`config.mk`:
```
export PLATFORM = sky130hd
export DESIGN_NAME = booth_seq_divider
export DESIGN_NICKNAME = d
export VERILOG_FILES = /design/src/rtl/booth_pkg.sv /design/src/rtl/div_restore_step.sv /design/src/rtl/booth_seq_divider.sv
export SDC_FILE = /design/constraint.sdc
export NUM_CORES = 1
export LEC_CHECK = 0
export CORE_ASPECT_RATIO = 0.6
export CORE_MARGIN = 2
export CORE_UTILIZATION = 59
export CTS_CLUSTER_SIZE = 25
export DETAILED_ROUTE_END_ITERATION = 8
export PLACE_DENSITY = 0.84
export SLEW_MARGIN = 10
export SYNTH_ARGS = -nofsm -noshare
export SYNTH_HDL_FRONTEND = slang
export SYNTH_SLANG_ARGS = --single-unit
```
`constraint.sdc`:
```
create_clock -name clk -period 4 [get_ports clk]
set_input_delay 0.4 -clock clk [delete_from_list [all_inputs] [get_ports clk]]
set_output_delay 0.4 -clock clk [all_outputs]
set_load 0.02 [all_outputs]
```
`src/rtl/booth_pkg.sv`:
```
// Shared definitions for the sequential restoring divider: FSM states,
// default operand width and a two's-complement conditional negate helper.
package booth_pkg;

    typedef enum logic [1:0] {
        IDLE = 2'd0,
        CALC = 2'd1,
        FIX  = 2'd2,
        DONE = 2'd3
    } state_t;

    localparam int DEF_WIDTH = 4;
    localparam int MAXW      = 64;

    // Callers size-cast operands to MAXW and the result back to their width;
    // the low bits of a wide negate equal the narrow negate, so -2^(W-1) maps to itself.
    function automatic logic [MAXW-1:0] cond_neg(input logic [MAXW-1:0] v, input logic en);
        logic [MAXW-1:0] res;
        if (en) begin
            res = ~v + 64'd1;
        end else begin
            res = v;
        end
        return res;
    endfunction

endpackage

```
`src/rtl/div_restore_step.sv`:
```
// One restoring-division iteration: shift in the next dividend bit and
// trial-subtract the divisor magnitude in WIDTH+1 bits.
module div_restore_step
    import booth_pkg::*;
#(
    parameter int WIDTH = DEF_WIDTH
) (
    input  logic [WIDTH-1:0] i_rem,
    input  logic             i_bit,
    input  logic [WIDTH-1:0] i_dvsr,
    output logic [WIDTH-1:0] o_rem,
    output logic             o_qbit
);

    logic [WIDTH:0] w_shift;
    logic [WIDTH:0] w_sub_b;
    logic [WIDTH:0] w_trial;

    assign w_shift = {i_rem, i_bit};
    assign w_sub_b = ~{1'b0, i_dvsr};
    assign w_trial = w_shift + w_sub_b + {{WIDTH{1'b0}}, 1'b1};

    // A restored remainder is always below the divisor, so WIDTH bits hold it.
    always_comb begin
        o_qbit = ~w_trial[WIDTH];
        if (o_qbit) begin
            o_rem = w_trial[WIDTH-1:0];
        end else begin
            o_rem = w_shift[WIDTH-1:0];
        end
    end

endmodule

```
`src/rtl/booth_seq_divider.sv`:
```
// Multi-cycle signed divider: restoring loop on magnitudes, sign fix-up,
// truncation toward zero, valid/ready handshakes on both sides.
module booth_seq_divider
    import booth_pkg::*;
#(
    parameter int WIDTH = DEF_WIDTH
) (
    input  logic             clk,
    input  logic             rst,
    input  logic             in_valid,
    output logic             in_ready,
    input  logic [WIDTH-1:0] dividend,
    input  logic [WIDTH-1:0] divisor,
    output logic             out_valid,
    input  logic             out_ready,
    output logic [WIDTH-1:0] quotient,
    output logic [WIDTH-1:0] remainder,
    output logic             div_by_zero,
    output logic             overflow
);

    localparam int CW = $clog2(WIDTH + 1);

    state_t           r_state;
    logic [CW-1:0]    r_cnt;
    logic [WIDTH-1:0] r_p;
    logic [WIDTH-1:0] r_qsr;
    logic [WIDTH-1:0] r_dmag;
    logic             r_sign_q;
    logic             r_sign_r;
    logic             r_ovf_case;
    logic             r_in_ready;
    logic             r_out_valid;
    logic [WIDTH-1:0] r_quotient;
    logic [WIDTH-1:0] r_remainder;
    logic             r_div_by_zero;
    logic             r_overflow;

    logic [WIDTH-1:0] w_dvd_mag;
    logic [WIDTH-1:0] w_dvs_mag;
    logic [WIDTH-1:0] w_step_rem;
    logic             w_qbit;
    logic             w_dvd_min;
    logic             w_dvs_m1;
    logic [WIDTH-1:0] w_q_fixed;
    logic [WIDTH-1:0] w_r_fixed;

    assign w_dvd_mag = WIDTH'(cond_neg(MAXW'(dividend), dividend[WIDTH-1]));
    assign w_dvs_mag = WIDTH'(cond_neg(MAXW'(divisor), divisor[WIDTH-1]));
    assign w_q_fixed = WIDTH'(cond_neg(MAXW'(r_qsr), r_sign_q));
    assign w_r_fixed = WIDTH'(cond_neg(MAXW'(r_p), r_sign_r));
    assign w_dvd_min = (dividend == {1'b1, {(WIDTH-1){1'b0}}});
    assign w_dvs_m1  = (divisor == {WIDTH{1'b1}});

    div_restore_step #(
        .WIDTH (WIDTH)
    ) u_step (
        .i_rem  (r_p),
        .i_bit  (r_qsr[WIDTH-1]),
        .i_dvsr (r_dmag),
        .o_rem  (w_step_rem),
        .o_qbit (w_qbit)
    );

    // Divider control FSM with datapath and registered handshake/result outputs.
    always_ff @(posedge clk or posedge rst) begin
        if (rst) begin
            r_state       <= IDLE;
            r_cnt         <= {CW{1'b0}};
            r_p           <= {WIDTH{1'b0}};
            r_qsr         <= {WIDTH{1'b0}};
            r_dmag        <= {WIDTH{1'b0}};
            r_sign_q      <= 1'b0;
            r_sign_r      <= 1'b0;
            r_ovf_case    <= 1'b0;
            r_in_ready    <= 1'b1;
            r_out_valid   <= 1'b0;
            r_quotient    <= {WIDTH{1'b0}};
            r_remainder   <= {WIDTH{1'b0}};
            r_div_by_zero <= 1'b0;
            r_overflow    <= 1'b0;
        end else begin
            case (r_state)
                IDLE: begin
                    if (in_valid && r_in_ready) begin
                        r_in_ready    <= 1'b0;
                        r_div_by_zero <= 1'b0;
                        r_overflow    <= 1'b0;
                        r_sign_q      <= dividend[WIDTH-1] ^ divisor[WIDTH-1];
                        r_sign_r      <= dividend[WIDTH-1];
                        r_dmag        <= w_dvs_mag;
                        r_ovf_case    <= w_dvd_min & w_dvs_m1;
                        if (divisor == {WIDTH{1'b0}}) begin
                            r_quotient    <= {WIDTH{1'b1}};
                            r_remainder   <= dividend;
                            r_div_by_zero <= 1'b1;
                            r_out_valid   <= 1'b1;
                            r_state       <= DONE;
                        end else begin
                            r_p     <= {WIDTH{1'b0}};
                            r_qsr   <= w_dvd_mag;
                            r_cnt   <= CW'(WIDTH);
                            r_state <= CALC;
                        end
                    end
                end
                CALC: begin
                    r_p   <= w_step_rem;
                    r_qsr <= {r_qsr[WIDTH-2:0], w_qbit};
                    r_cnt <= r_cnt - CW'(1);
                    if (r_cnt == CW'(1)) begin
                        r_state <= FIX;
                    end
                end
                FIX: begin
                    r_quotient  <= w_q_fixed;
                    r_remainder <= w_r_fixed;
                    r_overflow  <= r_ovf_case;
                    r_out_valid <= 1'b1;
                    r_state     <= DONE;
                end
                DONE: begin
                    if (out_ready) begin
                        r_out_valid <= 1'b0;
                        r_in_ready  <= 1'b1;
                        r_state     <= IDLE;
                    end
                end
                default: begin
                    r_state     <= IDLE;
                    r_in_ready  <= 1'b1;
                    r_out_valid <= 1'b0;
                end
            endcase
        end
    end

    assign in_ready    = r_in_ready;
    assign out_valid   = r_out_valid;
    assign quotient    = r_quotient;
    assign remainder   = r_remainder;
    assign div_by_zero = r_div_by_zero;
    assign overflow    = r_overflow;

endmodule

```
# Word level (Yosys, flattened, before mapping)
# Cells that the tools add are included.
# totals
register_bits,32
inputBits,12
out_inout_bits,12
elab_cells,88
# classes
addsub,7
eq_ne,11
n_mux,34
n_bitwise,8
reduce_logical,14
# op_table
cell,n
$mux W4,13
$pmux W4 S2,4
$add A4 B1 Y4 const B,4
$not A4 Y4,4
$reduce_and A3 Y1,4
$ne A2 B2 Y1 const B,5
$eq A4 B4 Y1 const B,2
$mux W2,4
$pmux W2 S4,1
$mux W1,6
$mux W3,2
$pmux W3 S2,1
$reduce_bool A2 Y1,3
$add A5 B1 Y5 const B,1
$add A5 B5 Y5,1
$not A4 Y5,1
$eq A2 B2 Y1 const B,2
$logic_not A4 Y1,1
$pmux W1 S2,2
$reduce_and A2 Y1,2
$reduce_and A4 Y1,1
$eq A3 B1 Y1 const B,1
$pmux W1 S3,1
$reduce_bool A3 Y1,1
7 further kinds,7

# Depth between registers and ports, before layout
# depth
word_depth,6
depth_mapped,8
depth_no_buf,8

# By module
# Synthesis repeated with hierarchy kept, for this count alone.
# hier_totals
cells_unflattened,202
hier_area_um2,2026.9
# by_module_without_submodules
mod,instances,cells_each,area_per_inst_um2
booth_seq_divider,1,178,1823.0
div_restore_step,1,24,203.9

# Worst setup path before layout
# OpenSTA, ideal clock, no wires.
# synth_path
path_type,reg-to-reg
from,register r_dmag[0]
to,register r_p[0]
t_arrival_ps,2015
required_time_ps,3917
path_slack_ps,1902
path_stages_with_launch,8
path_buffers,0
cell_sequence,dfrtp_1 > ha_1 > fa_1 > nand2b_1 > a21oi_1 > xor2_2 > mux2_2 > o22ai_1
# synth_between
elab_chain_len,5
# synth_lines
element,line,source
from (decl),booth_seq_divider.sv:28,logic [WIDTH-1:0] r_dmag;
from (signal assigned),booth_seq_divider.sv:72,r_dmag <= {WIDTH{1'b0}};
from (signal assigned),booth_seq_divider.sv:91,r_dmag <= w_dvs_mag;
$not A4 Y5,div_restore_step.sv:20,"assign w_sub_b = ~{1'b0, i_dvsr};"
$add A5 B5 Y5,div_restore_step.sv:21,"assign w_trial = w_shift + w_sub_b + {{WIDTH{1'b0}}, 1'b1};"
$add A5 B1 Y5,div_restore_step.sv:21,
$mux W4,div_restore_step.sv:26,if (o_qbit) begin
$pmux W4 S2,booth_seq_divider.sv:83,case (r_state)
to (signal assigned),booth_seq_divider.sv:70,r_p <= {WIDTH{1'b0}};
to (signal assigned),booth_seq_divider.sv:100,r_p <= {WIDTH{1'b0}};
to (signal assigned),booth_seq_divider.sv:108,r_p <= w_step_rem;
to (decl),booth_seq_divider.sv:26,logic [WIDTH-1:0] r_p;
# Every way passes these cells.
# A chain may end at the register's enable or synchronous reset.

# Worst setup path in the final report
# layout_path
from,register r_qsr[3]
to,register r_p[1]
# layout_between
elab_chain_len,4
# layout_lines
element,line,source
from (decl),booth_seq_divider.sv:27,logic [WIDTH-1:0] r_qsr;
from (signal assigned),booth_seq_divider.sv:71,r_qsr <= {WIDTH{1'b0}};
from (signal assigned),booth_seq_divider.sv:101,r_qsr <= w_dvd_mag;
from (signal assigned),booth_seq_divider.sv:109,"r_qsr <= {r_qsr[WIDTH-2:0], w_qbit};"
$add A5 B5 Y5,div_restore_step.sv:21,
$add A5 B1 Y5,div_restore_step.sv:21,
$mux W4,div_restore_step.sv:26,
$pmux W4 S2,booth_seq_divider.sv:83,
# Every way passes these cells.

==> parameters.txt <==
Parameter                              Value

Run status
  Run status    finished clean

Logic synthesis
  Number of distinct library cell variants in the gate-level netlist after synthesis    36
  Post-synthesis register bit count    32
  Total standard cell area after synthesis    1930 um2
  Main flop type after synthesis    sky130_fd_sc_hd__dfrtp_1
  Fraction of the yosys area taken by sequential cells    41.7%
  Portion of synthesized cell area occupied by the leading cell type    40.3%
  Yosys warns    0
  Number of synthesized flops with an enable pin    0
  Mean area per synthesized cell    9.77 um2
  Synth async-reset ratio    100%
  Cell type contributing the most total cell area after synthesis    sky130_fd_sc_hd__dfrtp_1
  Net count after synthesis    226
  Gate Count Post-Synth    197
  Ranking of synthesized cells by area    sky130_fd_sc_hd__dfrtp_1, sky130_fd_sc_hd__ha_1, sky130_fd_sc_hd__mux2i_1, sky130_fd_sc_hd__inv_1, sky130_fd_sc_hd__nand2_1

Timing
  Final critical-path required period    2.30 ns
  Slew Limit Headroom    61.4%
  RSZ-0062 raised after global routing    false
  Highest clock rate    435 MHz
  Worst clock skew on the final layout    0.0148 ns
  Final hold violations    0
  Accumulated negative setup slack    0 ns
  Post-route worst setup slack    1.70 ns
  Setup Viol. Count Final    0
  Worst Max-Slew Pin Slew    0.579 ns
  Final slew viol count    0
  Share of the cycle needed by the critical path after routing    57.5%

Place
  Post-Place Worst Slack    1.71 ns
  Estimated wirelength of the detail-placed design    3.00 mm
  Count of placed standard cells including taps    261
  Placement-stage cell area    2190 um2
  Input/output buffers    23
  Final weighted congestion in routability-driven placement    0.902

CTS
  Clock slew seen by the registers of the worst setup and hold paths    0.07 ns
  Clock root buffer master    sky130_fd_sc_hd__clkbuf_8
  Total of hold buffers inserted after clock tree synthesis    0
  CTS buffer count    5
  Number of cells upsized or downsized after cts    0
  Maximum buffer depth of the clock tree    2
  Post-CTS Setup Inserts    0
  Number of levels the H-tree was split into    2
  Clock Sinks    32
  Later-pin clock latency in the skew report    0.28 ns
  TritonCTS clock tree    done

Routing
  Average vias per placed instance    5.37
  Initial DRC count    95
  Total Wirelength    3.88 mm
  Routed WL per cell    14.4 um
  Number of iterations in the first detailed-routing pass    4
  DRC violation count after routing    0
  Via count    1444
  Number of nets still failing antenna checks after routing    0

Worst hold path
  Class of the most critical hold timing path    in2async

Power
  Highest ir drop seen on vdd    0.462 mV
  Cell Pwr Density    821 nW/um2
  Power consumption    1.89 mW
  Leak    1.03 nW

Worst setup path
  Critical path buffers and inverters    1
  Worst endpoint data arrival time    2.49 ns
  Worst endpoint required time    4.19 ns
  Largest delay contributor family on the critical path    adder cells
  Cells along the critical path    inv_1 > ha_1 > fa_1 > nand2b_1 > a21oi_1 > xor2_2 > mux2_2 > o22ai_1
  Cell with the biggest individual delay on the critical path    sky130_fd_sc_hd__fa_1
  Slowest cell delay on critical path    0.41 ns
  Endpoint class of the critical path    flip-flop
  CP startpoint kind    flip-flop
  Peak fanout along the critical path    5
  Crit Path Category    reg2reg

Floorplan
  Starting density of the core    60.5%
  Placeable Area    3180 um2
  Total number of placement rows    16
  I/O pins    24
  Width of the die    77.8 um
  Chip Height    48.3 um
  Die outline area    3750 um2

Finish
  Commonest non-fill, non-tap cell in the layout    sky130_fd_sc_hd__dfrtp_1
  Commonest non-fill, non-tap cells in the layout    sky130_fd_sc_hd__dfrtp_1, sky130_fd_sc_hd__clkdlybuf4s50_1, sky130_fd_sc_hd__inv_1
  Number of antenna repair diodes    0
  Fraction of layout cells with a size suffix above 1    9.82%
  Layout Cell Area excl Fill    2300 um2
  Synth-to-Final Area Change    19.4%
  Fill cell count    239
  Number of cells in the finished layout apart from fillers    269
  Nets    252

GRT
  GRT Util Overall    23.2%
  Via count of the first global-routing pass    1314
  First-pass GRT wire length    6.42 mm
  Largest net degree at the start of global routing    24
  Antenna violations before repair    0
  Congestion Overflow GR    0

Flow run
  Maxcap violations    0
[area by class of cell]
type | count | area (um2) | area share (%)
multi-input combinational | 139 | 1020 | 44.2
sequential | 32 | 802 | 34.9
timing repair buffer | 24 | 238 | 10.3
inverter | 21 | 78.8 | 3.43
clock buffer | 6 | 72.6 | 3.16
tap | 45 | 56.3 | 2.45
clock inverter | 2 | 35.0 | 1.52
[registers in the layout (all words and copies together), names as in the netlist]
register     flops
quotient         4
overflow         1
r_ovf_case       1
remainder        4
r_p              4
r_state          2
r_sign_q         1
r_dmag           4
r_cnt            3
div_by_zero      1
r_sign_r         1
out_valid        1
in_ready         1
r_qsr            4
[layer usage]
layer | share of wire (%) | routed length, um | track usage, %
met5 | 0 | 0 | 0
met4 | 0 | 0 | 6.43
met3 | 6.3 | 245 | 6.11
met2 | 42 | 1620 | 35.0
met1 | 52 | 2020 | 33.7
[worst register-to-register path: stages, from the launching register on]
cell	delay [ns]
sky130_fd_sc_hd__dfrtp_1	0.32
sky130_fd_sc_hd__inv_1	0.09
sky130_fd_sc_hd__ha_1	0.21
sky130_fd_sc_hd__fa_1	0.41
sky130_fd_sc_hd__nand2b_1	0.16
sky130_fd_sc_hd__a21oi_1	0.21
sky130_fd_sc_hd__xor2_2	0.31
sky130_fd_sc_hd__mux2_2	0.38
sky130_fd_sc_hd__o22ai_1	0.12
[power by group]
group          internal (mW)  switching, mW
clock                  0.185          0.118
sequential             0.464          0.114
combinational          0.456          0.550
[path summary, 6_finish.rpt]
check                            from           to  slack (ns)  cells after the start
setup reg to reg             r_qsr[3]       r_p[1]        1.70                      8
hold / removal                    rst  quotient[0]        0.40                      2
hold reg to reg            r_ovf_case   r_ovf_case        0.49                      2
max in group asynchronous         rst     in_ready        2.91                      3
setup / recovery             r_qsr[3]       r_p[1]        1.70                      8
min in group clk           r_ovf_case   r_ovf_case        0.49                      2
[through the flow]
stage	utilization [%]	hold slack [ns]
6_report	72.2	0.401
5_1_grt	72.2	0.439
4_1_cts	72.2	0.416
3_5_place_dp	68.8	0.477
3_3_place_gp	68.8	0.465
2_1_floorplan	-	0.449
[Yosys cell counts (5+ instances only)]
library cell              number
sky130_fd_sc_hd__a21oi_1      12
sky130_fd_sc_hd__a31oi_1       5
sky130_fd_sc_hd__dfrtp_1      31
sky130_fd_sc_hd__ha_1         16
sky130_fd_sc_hd__inv_1        21
sky130_fd_sc_hd__mux2_2        6
sky130_fd_sc_hd__mux2i_1       9
sky130_fd_sc_hd__nand2_1      18
sky130_fd_sc_hd__nor2_1       18
sky130_fd_sc_hd__o21ai_0      13
sky130_fd_sc_hd__o22ai_1       7
sky130_fd_sc_hd__xnor2_1       7
[logic make-up after synthesis]
logic type                 after synthesis  share of synthesized area, %
DFF                                     32                          41.7
xor gates and xnor gates                10                          4.94
muxes                                   15                          8.19
buffers and inverters                   26                          5.59
and+or+nand+nor                         50                          13.0
AOI/OAI and AO/OA                       47                          15.2
adders and majority gates               17                          11.4
(Power assumes the default switching activity.)
